===== src/rtl/axi_sram_slave.sv =====
// axi_sram_slave: single-outstanding AXI slave bridging to a synchronous single-port SRAM.
// Reads take two cycles per beat (fetch, then data); writes go straight through on W beats.
// Optional feature: define AXI_SRAM_BURST_CHECK_EN to answer non-INCR bursts with SLVERR
// and suppress their SRAM accesses. Default build treats every burst as INCR.
module axi_sram_slave #(
    parameter int unsigned ADDR_W = 14
) (
    input  logic              ACLK,
    input  logic              ARESETn,
    input  logic [7:0]        AWID,
    input  logic [31:0]       AWADDR,
    input  logic [3:0]        AWLEN,
    input  logic [2:0]        AWSIZE,
    input  logic [1:0]        AWBURST,
    input  logic              AWVALID,
    output logic              AWREADY,
    input  logic [31:0]       WDATA,
    input  logic [3:0]        WSTRB,
    input  logic              WLAST,
    input  logic              WVALID,
    output logic              WREADY,
    output logic [7:0]        BID,
    output logic [1:0]        BRESP,
    output logic              BVALID,
    input  logic              BREADY,
    input  logic [7:0]        ARID,
    input  logic [31:0]       ARADDR,
    input  logic [3:0]        ARLEN,
    input  logic [2:0]        ARSIZE,
    input  logic [1:0]        ARBURST,
    input  logic              ARVALID,
    output logic              ARREADY,
    output logic [7:0]        RID,
    output logic [31:0]       RDATA,
    output logic [1:0]        RRESP,
    output logic              RLAST,
    output logic              RVALID,
    input  logic              RREADY,
    output logic              CS,
    output logic              OE,
    output logic [3:0]        WEB,
    output logic [ADDR_W-1:0] A,
    output logic [31:0]       DI,
    input  logic [31:0]       DO
);
    typedef enum logic [2:0] {IDLE, R_FETCH, R_DATA, W_DATA, B_RESP} state_e;

    localparam logic [1:0]        RESP_OKAY   = 2'b00;
    localparam logic [1:0]        RESP_SLVERR = 2'b10;
    localparam logic [ADDR_W-1:0] ADDR_ONE    = 1;

    state_e            state_q, state_d;
    logic [7:0]        id_q, id_d;
    logic [ADDR_W-1:0] addr_q, addr_d;
    logic [3:0]        len_q, len_d;
    // One bit wider than LEN so an over-long write burst still shows up as a count mismatch.
    logic [4:0]        cnt_q, cnt_d;
    logic              err_q, err_d;
    // Set for the first R_DATA cycle, while DO is live and not yet captured.
    logic              fresh_q, fresh_d;
    logic [31:0]       rdata_q, rdata_d;
    logic [1:0]        bresp_q, bresp_d;
    logic              ar_bad, aw_bad;
    logic              unused_bits;

`ifdef AXI_SRAM_BURST_CHECK_EN
    assign ar_bad = (ARBURST != 2'b01);
    assign aw_bad = (AWBURST != 2'b01);
    assign unused_bits = ^{AWSIZE, ARSIZE, AWADDR[31:ADDR_W+2], AWADDR[1:0],
                           ARADDR[31:ADDR_W+2], ARADDR[1:0]};
`else
    assign ar_bad = 1'b0;
    assign aw_bad = 1'b0;
    assign unused_bits = ^{AWSIZE, ARSIZE, AWBURST, ARBURST, AWADDR[31:ADDR_W+2], AWADDR[1:0],
                           ARADDR[31:ADDR_W+2], ARADDR[1:0]};
`endif

    // State and captured transaction fields; reset abandons any burst in flight.
    always_ff @(posedge ACLK or negedge ARESETn) begin
        if (!ARESETn) begin
            state_q <= IDLE;
            id_q    <= '0;
            addr_q  <= '0;
            len_q   <= '0;
            cnt_q   <= '0;
            err_q   <= 1'b0;
            fresh_q <= 1'b0;
            rdata_q <= '0;
            bresp_q <= RESP_OKAY;
        end else begin
            state_q <= state_d;
            id_q    <= id_d;
            addr_q  <= addr_d;
            len_q   <= len_d;
            cnt_q   <= cnt_d;
            err_q   <= err_d;
            fresh_q <= fresh_d;
            rdata_q <= rdata_d;
            bresp_q <= bresp_d;
        end
    end

    // Next-state, AXI handshake outputs and SRAM strobes.
    always_comb begin
        state_d = state_q;
        id_d    = id_q;
        addr_d  = addr_q;
        len_d   = len_q;
        cnt_d   = cnt_q;
        err_d   = err_q;
        fresh_d = 1'b0;
        rdata_d = rdata_q;
        bresp_d = bresp_q;
        ARREADY = 1'b0;
        AWREADY = 1'b0;
        WREADY  = 1'b0;
        RVALID  = 1'b0;
        RLAST   = 1'b0;
        RRESP   = RESP_OKAY;
        BVALID  = 1'b0;
        CS      = 1'b0;
        OE      = 1'b0;
        WEB     = 4'hF;
        DI      = '0;
        A       = addr_q;
        RID     = id_q;
        BID     = id_q;
        BRESP   = bresp_q;
        RDATA   = fresh_q ? DO : rdata_q;
        unique case (state_q)
            IDLE: begin
                // Readiness held low while reset is asserted; reads win a same-cycle tie.
                ARREADY = ARESETn;
                AWREADY = ARESETn & ~ARVALID;
                if (ARVALID) begin
                    id_d    = ARID;
                    addr_d  = ARADDR[ADDR_W+1:2];
                    len_d   = ARLEN;
                    cnt_d   = '0;
                    err_d   = ar_bad;
                    state_d = R_FETCH;
                end else if (AWVALID) begin
                    id_d    = AWID;
                    addr_d  = AWADDR[ADDR_W+1:2];
                    len_d   = AWLEN;
                    cnt_d   = '0;
                    err_d   = aw_bad;
                    bresp_d = RESP_OKAY;
                    state_d = W_DATA;
                end
            end
            R_FETCH: begin
                CS      = ~err_q;
                OE      = ~err_q;
                fresh_d = 1'b1;
                state_d = R_DATA;
            end
            R_DATA: begin
                RVALID = 1'b1;
                RLAST  = (cnt_q == {1'b0, len_q});
                RRESP  = err_q ? RESP_SLVERR : RESP_OKAY;
                if (fresh_q) begin
                    rdata_d = DO;
                end
                if (RREADY) begin
                    if (RLAST) begin
                        state_d = IDLE;
                    end else begin
                        addr_d  = addr_q + ADDR_ONE;
                        cnt_d   = cnt_q + 5'd1;
                        state_d = R_FETCH;
                    end
                end
            end
            W_DATA: begin
                WREADY = 1'b1;
                if (WVALID) begin
                    CS     = ~err_q;
                    WEB    = err_q ? 4'hF : ~WSTRB;
                    DI     = WDATA;
                    addr_d = addr_q + ADDR_ONE;
                    cnt_d  = cnt_q + 5'd1;
                    if (WLAST) begin
                        bresp_d = (err_q || (cnt_q != {1'b0, len_q})) ? RESP_SLVERR : RESP_OKAY;
                        state_d = B_RESP;
                    end
                end
            end
            B_RESP: begin
                BVALID = 1'b1;
                if (BREADY) begin
                    state_d = IDLE;
                end
            end
            default: state_d = IDLE;
        endcase
    end
endmodule


===== config.mk =====
export PLATFORM = sky130hd
export DESIGN_NAME = axi_sram_slave
export DESIGN_NICKNAME = d
export VERILOG_FILES = /design/src/rtl/axi_sram_slave.sv
export SDC_FILE = /design/constraint.sdc
export NUM_CORES = 1
export LEC_CHECK = 0
export ABC_AREA = 1
export BUFFER_PORTS_ARGS = -buffer_cell sky130_fd_sc_hd__buf_4
export CAP_MARGIN = 10
export CORE_MARGIN = 5
export CORE_UTILIZATION = 43
export CTS_CLUSTER_DIAMETER = 200
export DETAILED_ROUTE_END_ITERATION = 16
export GPL_TIMING_DRIVEN = 0
export PLACE_DENSITY = 0.79
export SYNTH_ARGS = -nofsm -noshare
export SYNTH_HDL_FRONTEND = slang
export SYNTH_SLANG_ARGS = --single-unit

===== constraint.sdc =====
create_clock -name ACLK -period 1.92 [get_ports ACLK]
set_input_delay 0.288 -clock ACLK [delete_from_list [all_inputs] [get_ports ACLK]]
set_output_delay 0.288 -clock ACLK [all_outputs]
set_load 0.02 [all_outputs]

==> impl_results.md <==
* Data arrival at the endpoint of the critical path at about 1.6 ns
* Count of antenna-violating nets left after detailed routing at 0
* Crit path setup slack, layout at ~0.055 ns
* Unrepaired setup endpoints after global routing: true
* Cell occurring most often along the worst timing path: sky130_fd_sc_hd__inv_2
* Comb power frac at 0.632
* Clock tree from TritonCTS: done
* Initial core utilization at 0.441
* Slew at the pin with the worst max-slew slack at between 0.8 and 0.9 ns
* Ratio of routed vias to standard cells at 4.86
* Post-Place Worst Slack at 0.0563 ns
* Final standard cell area without fillers at 0.00660 mm²
* Cell-by-cell trace of the critical path: inv_2 -> nand2_4 -> nor2_4 -> inv_2 -> clkbuf_4 -> nor2_1 -> buf_4
* Detailed placement HPWL at between 10000 and 15000 µm
* Maximum buffer depth of the clock tree at 2
* Internal cell power at about 5.5 mW
* Static Leakage at about 3.5 nW
* Y dimension of the die at 110 µm
* Netlist cell types at 32
* CTS buffer count at 9
* Layout-stage area growth over the synthesis result at 53.2%
* Port buffer count at 232
* Clock Tree Root: sky130_fd_sc_hd__clkbuf_8
* Number of synthesized register bits at 68
* Number of endpoints with negative hold slack in the final report at slightly below 50
* Total via count after detailed routing at slightly above 5k
* Synth Cell Area at 0.00431 mm²
* Launch point of the critical path: state_q[2]
* Top cells by area in the synthesized netlist: sky130_fd_sc_hd__dfrtp_1, sky130_fd_sc_hd__nand2_1, sky130_fd_sc_hd__o21ai_0
* Number of max-cap violations at 0
* Worst-path clk slew at about 0.08 ns
* Non-filler cells in the finished layout at between 1k and 1.5k
* Launch point of the worst reg-to-reg path: state_q[1]
* Number of antenna violations at the first check in global routing at 0
* Yosys top cell area share at 0.395
* Routed wirelength normalized by instance count at 14.4 µm
* Path category of the worst min-delay check: in -> async
* Final core utilization at 0.675
* Share of final-layout standard cells stronger than drive strength 1 at 0.354
* Final number of max-transition violations at 0
* Fmax at roughly 540 MHz
* Startpoint Class: flop
* Pwr/cell area at 1620 mW/mm²
* Number of global-route vias before repair at roughly 4.9k
* Final setup violating endpoints at 0
* WL final at ~15000 µm
* Yosys top cell by area: sky130_fd_sc_hd__dfrtp_1
* Overflow after GRT at 0
* Critical path required time at ~1.6 ns
* Insertion delay of the later-clocked pin in the worst-skew pair at 0.34 ns
* Layout fillers at between 800 and 900
* Standard cell with the maximum stage delay on the critical path: sky130_fd_sc_hd__dfrtp_1
* Global-route total usage across every layer at 0.239
* Critical path class: reg -> out
* Ant diodes at 0
* GPL Wtd Cong at roughly 0.89
* Final worst path period share at 0.972
* Die ar. at 0.0121 mm²
* Max FO, Critical Path at 10
* Initial DRC count at about 370
* Post-placement cell count at about 1.0k
* Slew headroom at 0.414
* CTS H-tree lvls at 3
* Total iterations of the first detailed-routing run at 4
* Horizontal extent of the die at ~110 µm
* Net switching power of the design at slightly above 5 mW
* Sequential element share of the synthesized area at 0.395
* Violations in the final reports: hold timing
* Clk sinks at 68
* Final worst path period need at between 1.5 and 2 ns
* Crit path capture type: output pin
* Post-DP Area at approximately 0.0062 mm²
* Post-layout net count at between 1k and 1.5k
* Final total power at 10.7 mW
* Biggest cell delay along the critical path at 0.39 ns
* Power share of the sequential group at 0.239
* Core region area at slightly below 0.01 mm²
* Syn_area_per_cell at 6.65 µm²
* Standard-cell row count at 36
* Worst-case vdd ir drop at approximately 0.7 mV
* Status: finished with violations
* Switching power as a share of total power at 0.486
* Warnings, synthesis at 0
* Worst-case hold slack at -0.107 ns
* Cell count after synthesis at approximately 650
* Drt drc at 0
* Clock network fraction of design power at 0.129
* Global-route wire length before repair at between 20000 and 25000 µm
* Clock tree skew after final layout at approximately 0.011 ns
* Pin count of the biggest net entering global routing at 70
* Ports at 284
-- layer usage --
layer / vias up / track usage / wire length, µm / part of all wire
li1: 2536 / - / - / -
met1: 2306 / 0.274 / 5680 / 0.38
met2: 194 / 0.447 / 7950 / 0.53
met3: 11 / 0.0530 / 1200 / 0.080
met4: 0 / 0.0616 / 119 / 0.0080
met5: - / 0 / 0 / 0
-- layout make-up --
| class | instances | area, µm² | area share |
|---|---|---|---|
| multi-input cells | 476 | 2190 | 0.332 |
| repair buffers | 240 | 1810 | 0.274 |
| flip-flops and latches | 68 | 1710 | 0.258 |
| plain buffers | 43 | 260 | 0.0394 |
| inverters | 62 | 235 | 0.0356 |
| well taps | 133 | 166 | 0.0252 |
| clock buffers | 11 | 151 | 0.0229 |
| clock inverters | 5 | 83.8 | 0.0127 |
-- cell usage in the layout, fill, tap and decap left out, types with 6 or more instances in the layout --
master / n
sky130_fd_sc_hd__buf_4: 253
sky130_fd_sc_hd__nand2_1: 226
sky130_fd_sc_hd__nor2_1: 84
sky130_fd_sc_hd__o21ai_0: 73
sky130_fd_sc_hd__dfrtp_1: 65
sky130_fd_sc_hd__inv_1: 56
sky130_fd_sc_hd__nand3_1: 21
sky130_fd_sc_hd__o31ai_1: 14
sky130_fd_sc_hd__clkbuf_1: 13
sky130_fd_sc_hd__clkbuf_8: 11
sky130_fd_sc_hd__or2_2: 7
sky130_fd_sc_hd__o211ai_1: 6
-- what timing repair did --
action | in CTS | in global routing
endpoints found under the setup margin | 64 | 68
pin swaps | 3 | 1
buffers inserted | 6 | 1
resized for setup | 18 | 15
hold buffers | 0 | 1
endpoints found under the hold margin | 0 | 19
-- path summary, 6_finish.rpt --
kind / slack, ns / end / cells past startpoint
max in group asynchronous: 0.40 / A[9] / 2
max reg2reg: 0.12 / cnt_q[2] / 10
min: -0.11 / rdata_q[31] / 1
min in group ACLK: 0.25 / BID[3] / 3
max: 0.05 / DI[6] / 7
min reg2reg: 0.52 / len_q[1] / 2
-- worst max-delay path, delay by kind of cell (launching register included) --
kind,cells,cell delay (ns)
buf+inv,4,0.54
flops,1,0.39
simple gates,3,0.32
-- metrics by stage --
step / hold slack [ns] / setup TNS (ns)
after floorplan: -0.00759 / 0
after detailed placement: 0.459 / 0
after global placement: 0.457 / 0
after CTS: 0.0828 / 0
final: -0.107 / 0
after global routing: -0.0895 / -0.199
-- Yosys cell counts --
master                        n
sky130_fd_sc_hd__xnor2_1      2
sky130_fd_sc_hd__clkbuf_1    22
sky130_fd_sc_hd__nand2_4      2
sky130_fd_sc_hd__nand4_1      4
sky130_fd_sc_hd__dfrtp_1     68
sky130_fd_sc_hd__conb_1       1
sky130_fd_sc_hd__nor2_4       3
sky130_fd_sc_hd__ha_1         2
sky130_fd_sc_hd__inv_2        4
sky130_fd_sc_hd__nor2_2       2
sky130_fd_sc_hd__o31ai_1     14
sky130_fd_sc_hd__o21ai_0     73
sky130_fd_sc_hd__buf_6        2
sky130_fd_sc_hd__nor2_1      88
sky130_fd_sc_hd__nand2_1    228
sky130_fd_sc_hd__mux2i_1      2
sky130_fd_sc_hd__xor2_1       2
sky130_fd_sc_hd__nand2_2      2
sky130_fd_sc_hd__a31oi_1      1
sky130_fd_sc_hd__buf_2        7
sky130_fd_sc_hd__o2bb2ai_1    2
sky130_fd_sc_hd__o211ai_1     6
sky130_fd_sc_hd__a21oi_1      5
sky130_fd_sc_hd__buf_4       13
sky130_fd_sc_hd__o21ai_1      1
sky130_fd_sc_hd__or2_2        7
sky130_fd_sc_hd__a21o_1       2
sky130_fd_sc_hd__inv_1       57
sky130_fd_sc_hd__nand3_1     22
sky130_fd_sc_hd__nor3_1       2
sky130_fd_sc_hd__nand3_2      1
sky130_fd_sc_hd__inv_4        1
-- logic make-up (layout without fill, tap and decap cells) --
family	after synthesis	in the layout	share of synthesized area
fa+ha+maj	2	2	0.00581
xor+xnor	4	4	0.00813
other cells	1	3	0.000870
buf+inv	106	361	0.110
flops	68	68	0.395
mux	2	2	0.00465
compound gates	104	104	0.136
simple gates	361	361	0.340
-- sequential cells by signal, indices dropped and copies added (netlist names) --
signal,flops
cnt_q,5
rdata_q,32
len_q,4
fresh_q,1
BID,8
BRESP,1
A,14
state_q,3
-- power groups by stage --
stage	combinational, mW	clock, mW	sequential [mW]
floorplan	3.81	0	2.70
global placement	6.35	0	2.51
detailed placement	6.47	0	2.54
CTS	6.67	1.39	2.53
global route	7.38	1.47	2.63
finish	6.75	1.37	2.55
Power figures use the tool's default switching activity.
